--- config.mk ---
export PLATFORM = sky130hd
export DESIGN_NAME = lcd_text_writer
export DESIGN_NICKNAME = d
export VERILOG_FILES = /design/src/rtl/lcd_text_writer_pkg.sv /design/src/rtl/lcd_char_fifo.sv /design/src/rtl/lcd_text_writer.sv
export SDC_FILE = /design/constraint.sdc
export NUM_CORES = 1
export LEC_CHECK = 0
export CAP_MARGIN = 20
export CORE_MARGIN = 3
export CORE_UTILIZATION = 25
export DETAILED_ROUTE_END_ITERATION = 12
export GPL_ROUTABILITY_DRIVEN = 0
export SYNTH_ARGS = -nofsm -noshare
export SYNTH_HDL_FRONTEND = slang
export SYNTH_SLANG_ARGS = --single-unit
--- constraint.sdc ---
create_clock -name i_board_clk -period 3.4 [get_ports i_board_clk]
set_input_delay 1.02 -clock i_board_clk [delete_from_list [all_inputs] [get_ports i_board_clk]]
set_output_delay 1.02 -clock i_board_clk [all_outputs]
set_load 0.005 [all_outputs]
--- src/rtl/lcd_text_writer_pkg.sv ---
// Shared types and constants for the HD44780 character-stream front end.
package lcd_text_writer_pkg;

  typedef enum logic [1:0] {
    S_IDLE,
    S_DECODE,
    S_SEND,
    S_ADDR
  } writer_states;

  localparam logic [7:0] LCD_CMD_CLEAR     = 8'h01;
  localparam logic [7:0] LCD_CMD_SET_DDRAM = 8'h80;
  localparam logic [6:0] LCD_ROW1_BASE     = 7'h40;
  localparam logic [7:0] CH_NL             = 8'h0A;
  localparam logic [7:0] CH_CR             = 8'h0D;
  localparam logic [7:0] CH_FF             = 8'h0C;

  // Set-DDRAM-address instruction for a cursor position.
  function automatic logic [7:0] ddram_cmd(input logic row, input logic [6:0] col);
    logic [6:0] addr;
    addr = row ? (LCD_ROW1_BASE + col) : col;
    return LCD_CMD_SET_DDRAM | {1'b0, addr};
  endfunction

endpackage

--- src/rtl/lcd_char_fifo.sv ---
// Small synchronous FIFO with first-word-fall-through read data.
module lcd_char_fifo #(
  parameter int unsigned DEPTH = 8,
  parameter int unsigned WIDTH = 8
) (
  input  logic                     clk_i,
  input  logic                     rst_i,
  input  logic                     push_i,
  input  logic                     pop_i,
  input  logic [WIDTH-1:0]         wdata_i,
  output logic [WIDTH-1:0]         rdata_o,
  output logic                     full_o,
  output logic                     empty_o,
  output logic [$clog2(DEPTH):0]   count_o
);

  localparam int unsigned PtrW = $clog2(DEPTH);

  logic [WIDTH-1:0] mem_q [DEPTH];
  logic [PtrW-1:0]  wr_ptr_q;
  logic [PtrW-1:0]  rd_ptr_q;
  logic [PtrW:0]    count_q;
  logic             do_push;
  logic             do_pop;

  assign full_o  = (count_q == (PtrW + 1)'(DEPTH));
  assign empty_o = (count_q == '0);
  assign count_o = count_q;
  assign rdata_o = mem_q[rd_ptr_q];
  assign do_push = push_i && !full_o;
  assign do_pop  = pop_i && !empty_o;

  always_ff @(posedge clk_i) begin
    if (rst_i) begin
      wr_ptr_q <= '0;
      rd_ptr_q <= '0;
      count_q  <= '0;
    end else begin
      if (do_push) begin
        mem_q[wr_ptr_q] <= wdata_i;
        wr_ptr_q        <= wr_ptr_q + 1'b1;
      end
      if (do_pop) begin
        rd_ptr_q <= rd_ptr_q + 1'b1;
      end
      case ({do_push, do_pop})
        2'b10:   count_q <= count_q + 1'b1;
        2'b01:   count_q <= count_q - 1'b1;
        default: count_q <= count_q;
      endcase
    end
  end

endmodule

--- src/rtl/lcd_text_writer.sv ---
// Converts an ASCII byte stream into HD44780 (RS, data) commands while tracking
// the 16x2 cursor, so upstream logic never deals with DDRAM addresses.
module lcd_text_writer
  import lcd_text_writer_pkg::*;
#(
  parameter int unsigned FIFO_DEPTH = 8,
  parameter int unsigned COLS       = 16
) (
  input  logic                     i_board_clk,
  input  logic                     i_rst,
  input  logic                     i_char_valid,
  input  logic [7:0]               i_char,
  output logic                     o_char_ready,
  output logic                     o_cmd_valid,
  output logic                     o_cmd_rs,
  output logic [7:0]               o_cmd_data,
  input  logic                     i_cmd_ready,
  output logic                     o_row,
  output logic [$clog2(COLS)-1:0]  o_col,
  output logic                     o_busy
);

  localparam int unsigned ColW = $clog2(COLS);
  localparam logic [ColW-1:0] LastCol = ColW'(COLS - 1);

  writer_states              state_q;
  logic [7:0]                byte_q;
  logic                      wrap_pending_q;
  logic                      fifo_full;
  logic                      fifo_empty;
  logic                      fifo_push;
  logic                      fifo_pop;
  logic [7:0]                fifo_rdata;
  logic [$clog2(FIFO_DEPTH):0] fifo_count;

  assign o_char_ready = !fifo_full && !i_rst;
  assign fifo_push    = i_char_valid && o_char_ready;
  assign fifo_pop     = (state_q == S_IDLE) && !fifo_empty;
  assign o_busy       = (fifo_count != '0) || (state_q != S_IDLE);

  lcd_char_fifo #(
    .DEPTH(FIFO_DEPTH),
    .WIDTH(8)
  ) u_fifo (
    .clk_i   (i_board_clk),
    .rst_i   (i_rst),
    .push_i  (fifo_push),
    .pop_i   (fifo_pop),
    .wdata_i (i_char),
    .rdata_o (fifo_rdata),
    .full_o  (fifo_full),
    .empty_o (fifo_empty),
    .count_o (fifo_count)
  );

  always_ff @(posedge i_board_clk) begin
    if (i_rst) begin
      state_q        <= S_IDLE;
      byte_q         <= 8'h00;
      wrap_pending_q <= 1'b0;
      o_cmd_valid    <= 1'b0;
      o_cmd_rs       <= 1'b0;
      o_cmd_data     <= 8'h00;
      o_row          <= 1'b0;
      o_col          <= '0;
    end else begin
      case (state_q)
        S_IDLE: begin
          if (fifo_pop) begin
            byte_q  <= fifo_rdata;
            state_q <= S_DECODE;
          end
        end
        S_DECODE: begin
          o_cmd_valid <= 1'b1;
          state_q     <= S_SEND;
          case (byte_q)
            CH_FF: begin
              o_cmd_rs   <= 1'b0;
              o_cmd_data <= LCD_CMD_CLEAR;
              o_row      <= 1'b0;
              o_col      <= '0;
            end
            CH_NL: begin
              o_cmd_rs   <= 1'b0;
              o_cmd_data <= ddram_cmd(!o_row, 7'd0);
              o_row      <= !o_row;
              o_col      <= '0;
            end
            CH_CR: begin
              o_cmd_rs   <= 1'b0;
              o_cmd_data <= ddram_cmd(o_row, 7'd0);
              o_col      <= '0;
            end
            default: begin
              o_cmd_rs   <= 1'b1;
              o_cmd_data <= byte_q;
              if (o_col == LastCol) begin
                o_col          <= '0;
                o_row          <= !o_row;
                wrap_pending_q <= 1'b1;
              end else begin
                o_col <= o_col + 1'b1;
              end
            end
          endcase
        end
        S_SEND: begin
          if (i_cmd_ready) begin
            if (wrap_pending_q) begin
              // Cursor already holds the wrapped position; valid stays high.
              o_cmd_rs   <= 1'b0;
              o_cmd_data <= ddram_cmd(o_row, 7'(o_col));
              state_q    <= S_ADDR;
            end else begin
              o_cmd_valid <= 1'b0;
              state_q     <= S_IDLE;
            end
          end
        end
        S_ADDR: begin
          if (i_cmd_ready) begin
            o_cmd_valid    <= 1'b0;
            wrap_pending_q <= 1'b0;
            state_q        <= S_IDLE;
          end
        end
        default: state_q <= S_IDLE;
      endcase
    end
  end

endmodule

# Yosys cells after proc, flatten, opt, wreduce, memory -nomap -nowiden
# Memories as Yosys holds them, arrays and structs flattened. A register that Yosys moved wholly into a read port is not among the register bits.
# Cells that the tools add are included.
[word_totals] word_cells=92 n_memories=1 mem_bits_rw=64 reg_bits=28 inputBits=12 out_inout_bits=17
[classes] n_reduce_logical=26 n_bitwise=1 add_sub_neg=6 mux=31 eq_ne=17
[memory_table] name="u_fifo.mem_q" depth=8 width=8 read_ports=1 rd_clocked_by_memory_dff=1 write_ports=1 line="lcd_char_fifo.sv:19" text="logic [WIDTH-1:0] mem_q [DEPTH];"
[op_table] cell="8-bit by 4-bit == test with 1-bit output, second input constant" n=3
[op_table] cell="8-bit case mux with 3 select lines" n=1
[op_table] cell="7-bit two-way mux" n=3
[op_table] cell="8-bit two-way mux" n=2
[op_table] cell="8-bit case mux with 2 select lines" n=1
[op_table] cell="1-bit two-way mux" n=12
[op_table] cell="2-bit inequality test, second input constant" n=6
[op_table] cell="3-bit AND reduction" n=3
[op_table] cell="4-bit by 1-bit adder with 4-bit output, second input constant" n=2
[op_table] cell="4-bit == test, second input constant" n=2
[op_table] cell="2-bit two-way mux" n=4
[op_table] cell="4-bit two-way mux" n=2
[op_table] cell="2-bit case mux with 4 select lines" n=1
[op_table] cell="4-bit case mux with 2 select lines" n=1
[op_table] cell="4-bit AND reduction" n=2
[op_table] cell="2-bit nonzero test" n=4
[op_table] cell="7-bit by 4-bit adder with 7-bit output, first input constant" n=1
[op_table] cell="3-bit by 1-bit adder with 3-bit output, second input constant" n=2
[op_table] cell="2-bit == test, second input constant" n=3
[op_table] cell="1-bit case mux with 3 select lines" n=2
[op_table] cell="3-bit nonzero test" n=2
[op_table] cell="1-bit logical AND" n=5
[op_table] cell="2-bit by 1-bit == test with 1-bit output, second input constant" n=2
[op_table] cell="1-bit zero test" n=4
[op_table] cell="10 further kinds" n=11

# Depth between registers and ports, before layout
[depth] depth_word=8 mapped_depth=10 ltp_nobuf=10

# Cells and area by module
# Synthesis repeated with hierarchy kept, for this count alone.
[unflattened] hier_cells=333 area_unflattened_um2=4490.6
[modules_own_cells] module="lcd_char_fifo" n_inst=1 seq_area_each_um2=2182.1 area_per_inst_um2=3124.2 cells_per_inst=168
[modules_own_cells] module="lcd_text_writer" n_inst=1 seq_area_each_um2=520.5 area_per_inst_um2=1366.3 cells_per_inst=165

# Worst setup path after synthesis
# Ideal clock, no wire load.
[synth_timing] kind="input to register" start="input i_rst" end="register u_fifo.count_q[3], in the netlist u_fifo.count_o[3]" cell_stages=8 slack_ps=474 t_arrival_ps=2855 setup_time_ps=71 required_time_ps=3329 path_cell_list="nor3b_1 inv_1 ha_1 ha_1 a21oi_1 a21oi_1 or4_1 a21oi_1"
[synth_between] elab_chain_len=6
[synth_rtl] element="start, declared" line="lcd_text_writer.sv:10" text="input logic i_rst,"
[synth_rtl] element="1-bit zero test" line="lcd_text_writer.sv:36" text="assign o_char_ready = !fifo_full && !i_rst;"
[synth_rtl] element="1-bit logical AND" line="lcd_text_writer.sv:36"
[synth_rtl] element="1-bit logical AND" line="lcd_text_writer.sv:37" text="assign fifo_push = i_char_valid && o_char_ready;"
[synth_rtl] element="1-bit logical AND" line="lcd_char_fifo.sv:30" text="assign do_push = push_i && !full_o;"
[synth_rtl] element="2-bit by 1-bit == test with 1-bit output or 2-bit == test (tied branches)" line="lcd_char_fifo.sv:46" text="case ({do_push, do_pop})"
[synth_rtl] element="4-bit case mux with 2 select lines or 2-bit nonzero test (tied branches)"
[synth_rtl] element="end signal, assigned" line="lcd_char_fifo.sv:47" text="2'b10: count_q <= count_q + 1'b1;"
[synth_rtl] element="end signal, assigned" line="lcd_char_fifo.sv:48" text="2'b01: count_q <= count_q - 1'b1;"
[synth_rtl] element="end signal, assigned" line="lcd_char_fifo.sv:49" text="default: count_q <= count_q;"
[synth_rtl] element="end, declared" line="lcd_char_fifo.sv:22" text="logic [PtrW:0] count_q;"
# Several ways; a longest one is shown, not always the timed one.
# A chain may end at the register's enable or synchronous reset.

# Worst setup path after layout
[layout_timing] start="input i_rst" end="output o_char_ready"
[layout_between] elab_chain_len=2
[layout_rtl] element="1-bit zero test" line="lcd_text_writer.sv:36"
[layout_rtl] element="1-bit logical AND" line="lcd_text_writer.sv:36"
[layout_rtl] element="end, declared" line="lcd_text_writer.sv:13" text="output logic o_char_ready,"
# No other way between the ends.

==> out/qor.yml <==
status: "finished, final reports clean"
rsz0062_at_grt: "false"
start_kind: "input pin"
num-nets-final: 360
fmax_ghz: 0.302
critical-path-max-stage-delay_ns: 0.51
ys_top_cells_by_area: "edfxtp_1 45%, dfxtp_1 17%, mux4_2 8.5%, nor2_1 3.1%, mux2i_1 2.8%"
synth-edff-count: 64
cts-root-buf: "clkbuf_16"
routedWlPerCell_microns: 14.4
seq_area_frac_synth_pct: 62.5
area_growth_pct: 19.1
port-buffer-count: 28
totalWireLength_mm: 8.08
ys.flop_type: "edfxtp_1"
combPwrFrac_pct: 29.0
swShare_pct: 31.5
power.net_switching_uw: 1120
tightest_slew_ns: 0.944
r2r-end: "u_fifo.count_o[3]$_SDFFE_PP0P_"
gr-total-overflow: 0
stdcell_area_sq_um: 5030
avgSynthCellArea_sq_um: 13.8
clockBufferDepth: 2
p_leak_uw: 0.00159
firstDrtPassIters: 4
worst_ir_drop_vdd_uv: 299
yosysWarnings: 0
cts_resized: 0
syn_area_sq_um: 4230
synth_top_area_share_pct: 45.5
post_dp_cell_area_sq_um: 4750
slowest_stage: "clkdlybuf4s50_1"
start_util_pct: 26.0
clk_latency_ns: 0.34
synth_common_cells: "64 x edfxtp_1, 36 x dfxtp_1, 35 x nor2_1"
period_share_pct: 97.3
yosysMostFrequentCell: "edfxtp_1"
antenna_found_initial: 0
vias: 2534
die_x_microns: 136
diodes: 0
grt_pass1_vias: 2551
ys_async_sr_fraction_pct: 0
dpl.hpwl_mm: 5.45
drcViolationCount: 0
intPower_uw: 2440
min_path_cells: 2
relSlewSlack_pct: 37.0
synth_top_cell_by_area: "edfxtp_1"
finalSetupViolCount: 0
clkSinkCount: 100
numCtsBuffers: 9
min_period_ns: 3.31
cts.hold.buffers_added: 0
worstPathMaxFanout: 9
crit_chain: "clkdlybuf4s50_1 -> buf_4 -> nor2_1 -> clkdlybuf4s50_1"
placementRows: 46
dpl.cell_count: 545
p_seq_share_pct: 44.3
fin_tns_setup_ns: 0
synth_cells: 306
grt_max_degree: 31
ys_types: 55
drtAntennaViolNets: 0
clock_skew_ns: 0.00800
worst_setup_path_end_kind: "primary output"
postCtsSetupRepairBufs: 0
top_level_ports: 29
hold_class: "flip-flop to flip-flop"
hold_violations: 0
track_usage_pct: 9.20
crit_required_ns: 2.38
r2r_slack_ns: 0.67
fp.coreArea_sq_um: 16200
detail_route.iter0.violations: 127
min_to: "o_cmd_rs$_SDFFE_PP0P_"
clk_pin_slew_ns: 0.07
maxSlewViolCount: 0
fin_cells: 562
min_from: "o_cmd_rs$_SDFFE_PP0P_"
htreeDepth: 3
worstPathArrival_ns: 2.29
grt_pass1_wl_mm: 13.0
dieArea_sq_um: 18500
worstReg2RegStart: "u_fifo.count_o[0]$_SDFFE_PP0P_"
drv_cap: 0
cpMostUsedCell: "clkdlybuf4s50_1"
powerDensity_nw_per_um2: 707
drive_above_1_share_pct: 14.2
synth_nets: 325
die_h_microns: 136
clockPowerShare_pct: 26.6
reg2regPathDepth: 9
cts_tree: "done"
synth_seq_cells: 100
vias_per_cell: 4.51
crit_type: "input pin to primary output"
through the flow:
stage          setup WS (ns)  utilization (%)  hold slack (ns)  total power [uW]
2_1_floorplan          0.474                -            0.446              2360
3_3_place_gp          0.0834             29.2            0.445              2590
3_5_place_dp          0.0210             29.2            0.452              2630
4_1_cts               0.0830             31.0            0.461              3570
5_1_grt               0.0614             31.0            0.490              3800
6_report              0.0923             31.0            0.458              3560
final cells by class:
cell class                      instances  area [sq um]
Clock buffer                           10           229
Clock inverter                          6          47.5
Timing Repair Buffer                   41           382
Tap cell                              216           270
Sequential cell                       100          2640
Fill cell                            1633         11200
Multi-Input combinational cell        184          1450
Inverter                                5          18.8
sequential cells by signal, summed over array words and instances, names as in the netlist:
register / count
o_cmd_data: 8
o_row: 1
u_fifo.wr_ptr_q: 3
o_cmd_rs: 1
u_fifo.rd_ptr_q: 3
state_q: 2
u_fifo.count_o: 4
u_fifo.mem_q: 64
o_cmd_valid: 1
wrap_pending_q: 1
o_col: 4
byte_q: 8
layer usage:
layer | vias to the layer above | routed length [microns] | track usage, %
li1 | 1226 | - | -
met1 | 1243 | 3740 | 11.5
met2 | 52 | 3880 | 15.4
met3 | 13 | 351 | 2.66
met4 | 0 | 103 | 2.86
met5 | - | 0 | 0
worst max-delay path: cells and delay by family:
family / cells / cell delay (ns)
buffers and inverters: 3 / 1.17
and+or+nand+nor: 1 / 0.10
power groups by stage:
stage / sequential [uW] / clock [uW] / combinational [uW]
final: 1580 / 948 / 1030
after CTS: 1580 / 970 / 1030
after floorplan: 1520 / 0 / 839
after global routing: 1600 / 1030 / 1170
after detailed placement: 1610 / 0 / 1020
after global placement: 1600 / 0 / 989
cells in the final DEF, fill, tap and decap left out, types with 8 or more instances in the layout:
| master | synthesis | layout |
|---|---|---|
| edfxtp_1 | 64 | 64 |
| mux2i_1 | 12 | 12 |
| clkbuf_16 | 0 | 9 |
| nand2b_1 | 10 | 10 |
| a21oi_1 | 17 | 17 |
| nor2_1 | 35 | 35 |
| dfxtp_1 | 36 | 36 |
| nand2_1 | 17 | 17 |
| clkdlybuf4s50_1 | 0 | 28 |
| a211oi_1 | 10 | 10 |
| mux4_2 | 16 | 16 |
| nor3_1 | 8 | 8 |
| buf_4 | 1 | 12 |
how the worst max path moves through the flow:
stage                      start                        endpoint  slack [ns]  depth (start not counted)
CTS                        i_rst                    o_char_ready        0.08                          4
global placement    i_char_valid  u_fifo.count_o[3]$_SDFFE_PP0P_        0.08                          9
detailed placement  i_char_valid  u_fifo.count_o[3]$_SDFFE_PP0P_        0.02                          9
floorplan                  i_rst  u_fifo.count_o[3]$_SDFFE_PP0P_        0.47                          8
finish                     i_rst                    o_char_ready        0.09                          4
global route               i_rst                    o_char_ready        0.06                          4
cell families (layout without fill, tap and decap cells):
family                   after synthesis  after routing  synth area share, %
XOR/XNOR                               7              7                 1.45
adder cells (fa/ha/maj)                7              7                 2.25
flip-flops                           100            100                 62.5
AO/OA/AOI/OAI                         49             49                 7.90
multiplexers                          29             29                 11.6
buffers and inverters                 22             62                 3.29
AND/OR/NAND/NOR                       92             92                 11.0
Note: power is estimated with default switching activity, not from simulation.
